### src/rtl/mul_div_unit.sv
// Multi-cycle multiply/divide unit with architectural HI/LO registers.
// Multiply waits MUL_CYCLES cycles; divide is restoring, one bit per cycle, plus a sign-fix cycle.
module mul_div_unit #(
    parameter int unsigned WIDTH      = 32,
    parameter int unsigned MUL_CYCLES = 5
) (
    input  logic             clk,
    input  logic             reset,
    input  logic             start,
    input  logic [2:0]       op,
    input  logic [WIDTH-1:0] A,
    input  logic [WIDTH-1:0] B,
    output logic             busy,
    output logic             done,
    output logic [WIDTH-1:0] hi,
    output logic [WIDTH-1:0] lo
);

    localparam int unsigned CntMax = (MUL_CYCLES > WIDTH) ? MUL_CYCLES : WIDTH;
    localparam int unsigned CW     = $clog2(CntMax + 1);

    localparam logic [2:0] OpMult  = 3'b000;
    localparam logic [2:0] OpMultu = 3'b001;
    localparam logic [2:0] OpDiv   = 3'b010;
    localparam logic [2:0] OpDivu  = 3'b011;
    localparam logic [2:0] OpMthi  = 3'b100;
    localparam logic [2:0] OpMtlo  = 3'b101;

    typedef enum logic [1:0] {StIdle, StMul, StDiv, StFix} state_e;

    state_e state_q, state_d;

    logic [CW-1:0]    cnt_q, cnt_d;
    logic [WIDTH-1:0] opa_q, opa_d;
    logic [WIDTH-1:0] opb_q, opb_d;
    logic [WIDTH-1:0] quo_q, quo_d;
    logic [WIDTH-1:0] rem_q, rem_d;
    logic [WIDTH-1:0] hi_q, hi_d;
    logic [WIDTH-1:0] lo_q, lo_d;
    logic             msigned_q, msigned_d;
    logic             qneg_q, qneg_d;
    logic             rneg_q, rneg_d;
    logic             dz_q, dz_d;
    logic             done_q, done_d;

    logic               accept;
    logic               mul_last;
    logic               div_last;
    logic               sdiv;
    logic [2*WIDTH-1:0] mul_a, mul_b, product;
    logic [WIDTH:0]     rem_shift, rem_diff;
    logic [WIDTH-1:0]   fix_quo, fix_rem;

    assign accept   = start && (state_q == StIdle);
    assign mul_last = (cnt_q == CW'(MUL_CYCLES - 1));
    assign div_last = (cnt_q == CW'(WIDTH - 1));
    assign sdiv     = (op == OpDiv);

    // State register
    always_ff @(posedge clk) begin
        if (!reset) begin
            state_q <= StIdle;
        end else begin
            state_q <= state_d;
        end
    end

    // Next-state logic
    always_comb begin
        state_d = state_q;
        unique case (state_q)
            StIdle: begin
                if (accept) begin
                    if (op == OpMult || op == OpMultu) begin
                        state_d = StMul;
                    end else if (op == OpDiv || op == OpDivu) begin
                        state_d = StDiv;
                    end
                end
            end
            StMul:   if (mul_last) state_d = StIdle;
            StDiv:   if (div_last) state_d = StFix;
            StFix:   state_d = StIdle;
            default: state_d = StIdle;
        endcase
    end

    // Outputs
    always_comb begin
        busy = (state_q != StIdle);
        done = done_q;
        hi   = hi_q;
        lo   = lo_q;
    end

    // Datapath arithmetic
    always_comb begin
        mul_a     = msigned_q ? {{WIDTH{opa_q[WIDTH-1]}}, opa_q} : {{WIDTH{1'b0}}, opa_q};
        mul_b     = msigned_q ? {{WIDTH{opb_q[WIDTH-1]}}, opb_q} : {{WIDTH{1'b0}}, opb_q};
        product   = mul_a * mul_b;
        rem_shift = {rem_q, quo_q[WIDTH-1]};
        rem_diff  = rem_shift - {1'b0, opb_q};
        fix_quo   = qneg_q ? -quo_q : quo_q;
        fix_rem   = rneg_q ? -rem_q : rem_q;
    end

    // Datapath next-state
    always_comb begin
        cnt_d     = cnt_q;
        opa_d     = opa_q;
        opb_d     = opb_q;
        quo_d     = quo_q;
        rem_d     = rem_q;
        hi_d      = hi_q;
        lo_d      = lo_q;
        msigned_d = msigned_q;
        qneg_d    = qneg_q;
        rneg_d    = rneg_q;
        dz_d      = dz_q;
        done_d    = 1'b0;
        unique case (state_q)
            StIdle: begin
                cnt_d = '0;
                if (accept) begin
                    unique case (op)
                        OpMult, OpMultu: begin
                            opa_d     = A;
                            opb_d     = B;
                            msigned_d = (op == OpMult);
                        end
                        OpDiv, OpDivu: begin
                            // Divide on magnitudes; opa keeps the raw dividend for div-by-zero.
                            opa_d  = A;
                            opb_d  = (sdiv && B[WIDTH-1]) ? -B : B;
                            quo_d  = (sdiv && A[WIDTH-1]) ? -A : A;
                            rem_d  = '0;
                            qneg_d = sdiv && (A[WIDTH-1] ^ B[WIDTH-1]);
                            rneg_d = sdiv && A[WIDTH-1];
                            dz_d   = (B == '0);
                        end
                        OpMthi:  hi_d = A;
                        OpMtlo:  lo_d = A;
                        default: ;
                    endcase
                end
            end
            StMul: begin
                cnt_d = cnt_q + CW'(1);
                if (mul_last) begin
                    cnt_d        = '0;
                    {hi_d, lo_d} = product;
                    done_d       = 1'b1;
                end
            end
            StDiv: begin
                cnt_d = div_last ? '0 : cnt_q + CW'(1);
                if (!rem_diff[WIDTH]) begin
                    rem_d = rem_diff[WIDTH-1:0];
                    quo_d = {quo_q[WIDTH-2:0], 1'b1};
                end else begin
                    rem_d = rem_shift[WIDTH-1:0];
                    quo_d = {quo_q[WIDTH-2:0], 1'b0};
                end
            end
            StFix: begin
                cnt_d  = '0;
                done_d = 1'b1;
                if (dz_q) begin
                    lo_d = '1;
                    hi_d = opa_q;
                end else begin
                    lo_d = fix_quo;
                    hi_d = fix_rem;
                end
            end
            default: cnt_d = '0;
        endcase
    end

    always_ff @(posedge clk) begin
        if (!reset) begin
            cnt_q     <= '0;
            opa_q     <= '0;
            opb_q     <= '0;
            quo_q     <= '0;
            rem_q     <= '0;
            hi_q      <= '0;
            lo_q      <= '0;
            msigned_q <= 1'b0;
            qneg_q    <= 1'b0;
            rneg_q    <= 1'b0;
            dz_q      <= 1'b0;
            done_q    <= 1'b0;
        end else begin
            cnt_q     <= cnt_d;
            opa_q     <= opa_d;
            opb_q     <= opb_d;
            quo_q     <= quo_d;
            rem_q     <= rem_d;
            hi_q      <= hi_d;
            lo_q      <= lo_d;
            msigned_q <= msigned_d;
            qneg_q    <= qneg_d;
            rneg_q    <= rneg_d;
            dz_q      <= dz_d;
            done_q    <= done_d;
        end
    end

endmodule

### config.mk
export PLATFORM = sky130hd
export DESIGN_NAME = mul_div_unit
export DESIGN_NICKNAME = d
export VERILOG_FILES = /design/src/rtl/mul_div_unit.sv
export SDC_FILE = /design/constraint.sdc
export NUM_CORES = 2
export LEC_CHECK = 0
export ABC_AREA = 0
export CORE_ASPECT_RATIO = 0.8
export CORE_UTILIZATION = 55
export DETAILED_ROUTE_END_ITERATION = 8
export GPL_ROUTABILITY_DRIVEN = 0
export GPL_TIMING_DRIVEN = 0
export PLACE_DENSITY_LB_ADDON = 0.15
export RECOVER_POWER = 50
export SLEW_MARGIN = 20
export SYNTH_ARGS = -nofsm -noshare
export SYNTH_HDL_FRONTEND = slang
export SYNTH_SLANG_ARGS = --single-unit
### constraint.sdc
create_clock -name clk -period 12.29 [get_ports clk]
set_input_delay 1.229 -clock clk [delete_from_list [all_inputs] [get_ports clk]]
set_output_delay 1.229 -clock clk [all_outputs]
set_load 0.02 [all_outputs]
Yosys cells after proc, flatten, opt, wreduce, memory -nomap -nowiden. Cells that the tools add are included.

Flip-flop bits (word level): 205. Input bits: 70. Output and inout bits: 66. Word-level logic and storage cells: 99.

$add $sub $neg: 6. Multiply operators: 1. Equality and inequality tests: 17. Muxes and demuxes: 36. Bitwise gates (word level): 1. Reduce and logical (&&, ||, !) cells: 25.

Operator list (count): 32-bit two-way mux (17); 32-bit case mux with 2 select lines (3); 32-bit case mux with 3 select lines (2); 64-bit two-way mux (2); 32-bit negator (4); 64-bit by 64-bit multiplier with 64-bit output (1); 33-bit by 32-bit subtractor with 33-bit output (1); 32-bit zero test (1); 6-bit case mux with 3 select lines (1); 3-bit AND reduction (5); 6-bit two-way mux (2); 4-bit AND reduction (3); 2-bit two-way mux (5); 2-bit case mux with 4 select lines (1); 6-bit by 1-bit adder with 6-bit output (second input constant) (1); 3-bit by 2-bit equality test with 1-bit output (second input constant) (2); 3-bit equality test (second input constant) (2); 6-bit by 3-bit equality test with 1-bit output (second input constant) (1); 6-bit by 5-bit equality test with 1-bit output (second input constant) (1); 2-bit by 1-bit inequality test with 1-bit output (second input constant) (3); 2-bit inequality test (second input constant) (3); 2-bit nonzero test (3); 2-bit OR reduction (3); 2-bit equality test (second input constant) (2); 12 further kinds (17).

Logic depth before layout (Yosys ltp).
Depth after elaboration: 6. Depth in mapped cells: 36. Mapped depth without buffers: 34.

Least setup slack after synthesis. OpenSTA, ideal clock, no wires.

Path type: flip-flop to flip-flop. Start: register opa_q[31]. End: register hi_q[31], in the netlist hi[31]. Setup time: 79 ps. Data arrival time: 8990 ps. Required time: 12211 ps. Setup slack: 3222 ps. Cell stages (with the launch flop): 28. Buffers on the path: 2. Clock period less this slack: 9068 ps. Path through: dfxtp_1 -> and2_1 -> clkbuf_1 -> clkbuf_1 -> nand2_1 -> fa_1 -> inv_1 -> fa_1 -> fa_1 -> inv_1 -> fa_1 -> inv_1 -> fa_1 -> fa_1 -> fa_1 -> fa_1 -> fa_1 -> inv_1 -> fa_1 -> inv_1 -> ha_1 -> nand2_1 -> nor2_1 -> nand3_1 -> o41ai_1 -> a211oi_1 -> or4_1 -> o211ai_1.

Longest elaborated chain between the ends: 4. Elaborated cells between the ends (all ways): 5. Classes of those cells: mul (1); mux (4).

RTL lines: from (decl) (RTL line 34) `logic [WIDTH-1:0] opa_q, opa_d;`; from (signal assigned) (RTL line 196) `opa_q <= opa_d;`; 64-bit two-way mux (RTL line 98) `mul_a = msigned_q ? {{WIDTH{opa_q[WIDTH-1]}}, opa_q} : {{WIDTH{1'b0}}, opa_q};`; 64-bit by 64-bit multiplier with 64-bit output (RTL line 100) `product = mul_a * mul_b;`; 32-bit two-way mux (RTL line 149) `if (mul_last) begin`; 32-bit case mux with 3 select lines * (RTL line 121) `unique case (state_q)`; to (signal assigned) (RTL line 200) `hi_q <= hi_d;`; to (decl) (RTL line 38) `logic [WIDTH-1:0] hi_q, hi_d;`.

Every way passes the cells marked *; elsewhere a longest branch is shown, timed or not. The select of a mux whose other input is x is not followed. A chain may end at the register's enable or synchronous reset.

Worst setup path in the final report.
Start: register msigned_q. End: register hi_q[31], in the netlist hi[31].

Longest elaborated chain between the ends: 4. Elaborated cells between the ends (all ways): 5. Classes of those cells: mul (1); mux (4).

RTL lines: from (decl) (RTL line 40) `logic msigned_q, msigned_d;`; from (signal assigned) (RTL line 202) `msigned_q <= msigned_d;`; 64-bit two-way mux (on tied branches) (RTL line 98, 99); 64-bit by 64-bit multiplier with 64-bit output * (RTL line 100); 32-bit two-way mux * (RTL line 149); 32-bit case mux with 3 select lines * (RTL line 121).

Marked as above.

==> impl_metrics.toml <==
[power_and_ir_drop]
peakVddDrop_uv = 88.8
powerDensity_nw_per_um2 = 48.6
power.leakage_nw = 32.5

[yosys]
ys_seq_area_share_pct = 6.70
synthCells = 6835
syn_area_sq_um = 61200
synth_edf_count = 0
ys_types = 79
synth-main-ff-cell = "dfxtp_1"
async_reset_ff_share_pct = 0
synth_warnings = 0
syn_nets = 8671
synth_area_per_cell_sq_um = 8.96
ys_ff_latch = 205

[finish]
layoutNonFillerInstCount = 8467
finish.net_count = 8825
area_growth_pct = 6.36
fillers = 9877
drive_gt1_share_pct = 1.59

[sta]
worst_slew_pin_slew_ns = 1.52
grt_setup_unrepaired = "false"
timing.final.crit_share_pct = 98.2
fmax_ghz = 0.0829
finalSetupViolCount = 0
tns_ns = 0
hold_viol = 0
hold_ws_ns = 0.463
relSlewSlack_pct = -2.15
drv_slew = 11
period_minus_slack_ns = 12.07
fin_worst_skew_ns = 0.0115

[worst_setup_path]
worst-path-max-fanout = 10
cp-start-kind = "register"
cp.required_ns = 12.75
critical_path.endpoint_type = "register"
crit_arrival_ns = 12.53
critPathKind = "register to register"

[clock_tree]
htree_levels = 1
clock_latency_ns = 0.55
cts_setup_buffers = 0
clkTransAtPathRegs_ns = 0.07
holdBufCountCts = 0
cts.sinks = 205
cts_tree = "yes"
post_cts_resized = 0
clockRootBuffer = "clkbuf_16"
cts_made_buffers = 21
clockBufferDepth = 3

[floorplan]
die-height_um = 300
start_util_pct = 55.4
die_area_sq_um = 113000
io_pins = 136
fp.dieW_um = 375
rows = 109
core_region_area_sq_um = 110000

[route]
finalWirelength_um = 243000
drt_iter0_drc = 7100
routedWlPerCell_um = 28.7
viasPerCell = 6.07
ant_nets = 0
drc_errors = 9
routed-via-count = 51400
drt-pass1-iter-count = 9

[run_status]
violations = "DRC, capacitance limit, slew limit"
status = "finished with violations"

[placement]
placed_cells = 8408
numPortBuffers = 127
post-dp-hpwl_um = 205000

[grt]
grt_overflow = 0
grt_max_degree = 33
grt_pass1_vias = 51100
grt_usage_pct = 43.8
grt_pass1_wl_um = 350000
antenna_found_initial = 31

[flow_run]
drv_cap = 1

[worst_hold_path]
min_path_type = "register to register"
## Yosys cell counts (6+ instances only)
cell	instances	share of area [%]
nand3b_1	9	0.11
clkbuf_1	364	2.2
xnor2_1	158	2.3
nor3_1	31	0.25
o21ai_1	7	0.057
a31oi_1	33	0.34
o211ai_1	35	0.43
buf_1	19	0.12
o221ai_1	47	0.67
or3_1	23	0.24
nand3_1	49	0.40
o21bai_1	21	0.26
a211oi_1	19	0.23
mux2i_1	37	0.60
xor2_1	95	1.4
nand2b_1	18	0.18
fa_1	1420	46
o31ai_1	35	0.43
nand2_1	808	5.0
o211a_1	43	0.70
a221oi_1	9	0.13
a21boi_0	53	0.65
nor2_1	130	0.80
nor2b_1	21	0.21
o2111ai_1	6	0.086
o21ai_0	171	1.4
nor4_1	19	0.19
o21a_1	14	0.17
or4_1	14	0.17
a21oi_1	174	1.4
o41ai_1	17	0.24
inv_1	1585	9.7
a21o_1	60	0.74
and2_1	583	6.0
a31o_2	16	0.23
nor3b_1	6	0.074
o22ai_1	9	0.092
nand4_1	18	0.18
and3_1	32	0.33
dfxtp_1	205	6.7
ha_1	346	7.1
or2_2	7	0.072
## worst max-delay path, cell delays in order (launching register included)
cell and delay, ns:
dfxtp_1 0.78, and2_1 0.22, clkbuf_1 0.52, clkbuf_2 0.48, nand2_1 0.28, fa_1 0.77
inv_1 0.14, fa_1 0.54, fa_1 0.93, inv_1 0.36, fa_1 0.65, inv_1 0.30
fa_1 0.50, fa_1 0.56, fa_1 0.45, fa_1 0.51, fa_1 0.55, inv_1 0.07
fa_1 0.51, inv_1 0.04, ha_1 0.42, nand2_1 0.16, nor2_1 0.21, nand3_1 0.15
o41ai_1 0.90, a211oi_1 0.32, or4_1 0.54, o211ai_1 0.11
## final timing paths
check        startpoint  slack [ns]  cells past startpoint  endpoint
max           msigned_q        0.22                     27    hi[31]
max reg2reg   msigned_q        0.22                     27    hi[31]
min reg2reg    cnt_q[0]        0.46                      1  cnt_q[0]
min            cnt_q[0]        0.46                      1  cnt_q[0]
## logic make-up after synthesis
| group | synth area share [%] |
|---|---|
| multiplexers | 0.642 |
| XOR/XNOR | 3.62 |
| buffers and inverters | 12.1 |
| flip-flops | 6.70 |
| AO/OA/AOI/OAI | 9.03 |
| adder cells (fa/ha/maj) | 53.6 |
| AND/OR/NAND/NOR | 14.3 |
## where the power goes
group,internal [W],switching [W]
registers,0.000701,0.0000721
clock network,0.000359,0.000315
logic,0.000518,0.00120
total,0.00158,0.00159
## per-stage QoR
stage / setup WS (ns) / area (sq um) / utilization [%] / power (W)
floorplan: 3.22 / 61200 / - / 0.00169
global placement: 0.153 / 64300 / 58.2 / 0.00238
detailed placement: 0.117 / 64400 / 58.3 / 0.00240
CTS: 0.0709 / 65000 / 58.9 / 0.00305
global route: 0.0326 / 65100 / 58.9 / 0.00326
finish: 0.220 / 65100 / 58.9 / 0.00316
## layer usage
metal	up-vias	global-route usage, %	share of wire [%]
met1	25800	57.2	36
met2	3858	59.7	40
met3	842	20.9	17
met5	-	2.39	0.27
li1	20900	-	-
met4	32	22.9	6.9
## cell usage in the layout, fill, tap and decap left out, types with 37 or more instances in the layout
cell type and n:
dfxtp_1 205, dlygate4sd3_1 71, nor2_1 129, ha_1 346
clkdlybuf4s50_1 56, xor2_1 95, a21oi_1 174, and2_1 579
o211a_1 43, o221ai_1 47, inv_1 1584, fa_1 1420
clkbuf_1 346, nand2_1 807, mux2i_1 37, xnor2_1 158
a21boi_0 53, o21ai_0 171, a21o_1 60, nand3_1 49
## area by class of cell
| type | instances | area [sq um] | share of cell area (%) |
|---|---|---|---|
| buffer | 387 | 1500 | 2.30 |
| antenna | 22 | 55.1 | 0.0846 |
| inverter | 1586 | 5950 | 9.14 |
| clock inverter | 10 | 83.8 | 0.129 |
| sequential | 205 | 4100 | 6.30 |
| multi-input combinational | 4657 | 49700 | 76.4 |
| clock buffer | 26 | 584 | 0.897 |
| tap | 1443 | 1810 | 2.77 |
| timing repair buffer | 131 | 1310 | 2.01 |
## registers in the layout, summed over array words and instances (netlist names)
signal,cells
cnt_q,6
done,1
dz_q,1
hi,32
lo,32
msigned_q,1
opa_q,32
opb_q,32
qneg_q,1
quo_q,32
rem_q,32
rneg_q,1
state_q,2
Note: power is estimated with default switching activity, not from simulation.
==> RTL change (same flow settings) <==
Register the input `B` before use, without a reset. The logic sees it one clock later. The other inputs are not delayed to match.
--- a/src/rtl/mul_div_unit.sv
+++ b/src/rtl/mul_div_unit.sv
@@ -27,6 +27,12 @@
     localparam logic [2:0] OpMtlo  = 3'b101;
 
     typedef enum logic [1:0] {StIdle, StMul, StDiv, StFix} state_e;
+
+    logic [WIDTH-1:0] B_q;
+
+    always_ff @(posedge clk) begin
+        B_q <= B;
+    end
 
     state_e state_q, state_d;
 
@@ -125,18 +131,18 @@
                     unique case (op)
                         OpMult, OpMultu: begin
                             opa_d     = A;
-                            opb_d     = B;
+                            opb_d     = B_q;
                             msigned_d = (op == OpMult);
                         end
                         OpDiv, OpDivu: begin
                             // Divide on magnitudes; opa keeps the raw dividend for div-by-zero.
                             opa_d  = A;
-                            opb_d  = (sdiv && B[WIDTH-1]) ? -B : B;
+                            opb_d  = (sdiv && B_q[WIDTH-1]) ? -B_q : B_q;
                             quo_d  = (sdiv && A[WIDTH-1]) ? -A : A;
                             rem_d  = '0;
-                            qneg_d = sdiv && (A[WIDTH-1] ^ B[WIDTH-1]);
+                            qneg_d = sdiv && (A[WIDTH-1] ^ B_q[WIDTH-1]);
                             rneg_d = sdiv && A[WIDTH-1];
-                            dz_d   = (B == '0);
+                            dz_d   = (B_q == '0);
                         end
                         OpMthi:  hi_d = A;
                         OpMtlo:  lo_d = A;
Behaviour: no difference found for any inputs over 4 cycles, from zero or initial values and one cycle with reset low; that may be too few to reach the edited logic, so the function may still have changed.
==> RTL change against the original RTL <==
The flow finishes with violations (max-capacitance violations, max-slew violations); power up 3.4%; synthesized area up 0.32%; worst setup slack worse by 0.015 ns; sequential cell count up 32; routed wire length down 1.5%; utilization up 0.27 points; sequential power up 15%; sequential share of layout area up 0.94 points; highest routed layer unchanged; count of clock-buffer cells in the layout up 2; via count down 0.94%; final cell count up 0.85%; final area up 0.58%; die area up 0.32%.
==> RTL change: results (changes against the original RTL) <==
| Metric | Value |
|---|---|
| Status | `finished, violations left` |
| Failing checks | `max-capacitance violations, max-slew violations` |
| Fin nets | `8840 (+0.17%)` |
| Filler cell count | `9922 (+0.46%)` |
| Final WL | `239000 µm (-1.5%)` |
| Clock slew at reported path FFs | `0.07 ns (about the same)` |
| Worst hold path endpoint | `lo[4]` |
| Multiplexer share of the synthesized area | `0.505% (-0.14 points)` |
| Most frequent cells after synthesis | `1598 x inv_1, 1420 x fa_1, 780 x nand2_1` |
| Post-Place Cells | `8479 (+0.84%)` |
| Min-Delay Path Depth | `2 (+1)` |
| Critical Path AT | `12.57 ns (+0.04 ns)` |
| Initial antenna violation count | `29 (-6.5%)` |
| Maximum buffer depth of the clock tree | `3 (unchanged)` |
| IO buf count | `132 (+3.9%)` |
| Fin cells | `8539 (+0.85%)` |
| Reg-to-reg endpoint | `hi[27]` |
| Hold Path Origin | `lo[4]` |
| LEAKAGE | `32.6 nW (+0.18%)` |
| Synth area leaders | `fa_1 46%, inv_1 9.8%, dfxtp_1 7.7%` |
| Hold WS | `0.453 ns (-0.00928 ns)` |
| Number of max-cap violations | `1 (unchanged)` |
| Initial drt markers | `6846 (-3.6%)` |
| Library cells used by synthesis | `76 (-3.8%)` |
| Share of cells above drive strength 1 | `1.58% (-0.0036 points)` |
| Number of global-route vias before repair | `51600 (+0.87%)` |
| Pre-CTS WS | `-0.232 ns (-0.349 ns)` |
| Register-to-register path setup slack | `0.20 ns (-0.02 ns)` |
| Placed instance area | `64700 µm² (+0.52%)` |
| Syn Inst Count | `6846 (+0.16%)` |
| Synth Area in Compound Gates | `8.47% (-0.57 points)` |
| Synth warn | `0 (unchanged)` |
| Max stage delay on crit path | `0.97 ns (+0.04 ns)` |
| First-pass DRT Iterations | `8 (-1)` |
| Worst Tran Pin Value | `1.51 ns (-0.00220 ns)` |
| Synth top area share | `46.3% (-0.15 points)` |
| Clock skew | `0.0304 ns (+0.0189 ns)` |
| Post-synthesis xor/xnor area fraction | `3.65% (+0.031 points)` |
| DP HPWL | `201000 µm (-2.0%)` |
| Utilization after layout | `59.2% (+0.27 points)` |
| First-pass GRT wire length | `350000 µm (about the same)` |
| Vias per inst | `5.96 (-1.8%)` |
| Peak VDD IR | `0.0911 mV (+2.6%)` |
| Synth Area in Adders | `53.4% (-0.17 points)` |
| Synthesized Nets | `8682 (+0.13%)` |
| Total GRT Usage | `43.4% (-0.37 points)` |
| Register area share after synthesis | `7.73% (+1.0 points)` |
| Slew Limit Fails | `8 (-3)` |
| Worst-skew pair later-pin latency | `0.56 ns` |
| Total CTS buffers | `22 (+4.8%)` |
==> RTL change: final cells by class <==
| class | count | area share [%] |
|---|---|---|
| Sequential cell | 237 | 7.24 |
| Clock buffer | 28 | 0.923 |
| Antenna cell | 23 | 0.0879 |
| Buffer | 380 | 2.26 |
| Tap cell | 1498 | 2.86 |
| Clock inverter | 10 | 0.168 |
| Timing Repair Buffer | 135 | 2.07 |
| Multi-Input combinational cell | 4628 | 75.2 |
| Inverter | 1600 | 9.17 |
==> RTL change: cell families (layout without fill, tap and decap cells) <==
group,Yosys count,in the layout
and+or+nand+nor,1765,1765
xor gates and xnor gates,256,256
adders and majority gates,1770,1770
AOI/OAI and AO/OA,806,806
DFF,237,237
buffers and inverters,1981,2153
other,0,23
muxes,31,31
==> RTL change: routing by layer <==
| layer | vias to the layer above | part of all wire, % | global-route usage [%] |
|---|---|---|---|
| met5 | - | 0.072 | 0.168 |
| met3 | 811 | 17 | 21.1 |
| met1 | 25500 | 37 | 57.5 |
| li1 | 20900 | - | - |
| met4 | 24 | 7.2 | 24.2 |
| met2 | 3702 | 39 | 57.6 |
==> RTL change: repair_timing <==
action                                 in CTS  in global routing
resized for setup                           2                  4
gates cloned                                0                  0
endpoints found under the hold margin       0                  0
setup buffers                               0                  0
hold buffers                                0                  0
setup endpoints to repair                   4                  1
==> RTL change: how the worst max path moves through the flow <==
stage,end,slack (ns)
6_report,hi[27],0.20
5_1_grt,hi[27],0.20
4_1_cts,hi[27],0.14
3_5_place_dp,hi[27],-0.23
3_3_place_gp,hi[27],-0.09
2_1_floorplan,hi[29],3.08
==> RTL change: where the power goes <==
part           internal, mW  switching [mW]
Clock                 0.392           0.336
Combinational         0.495            1.16
Sequential            0.811          0.0758
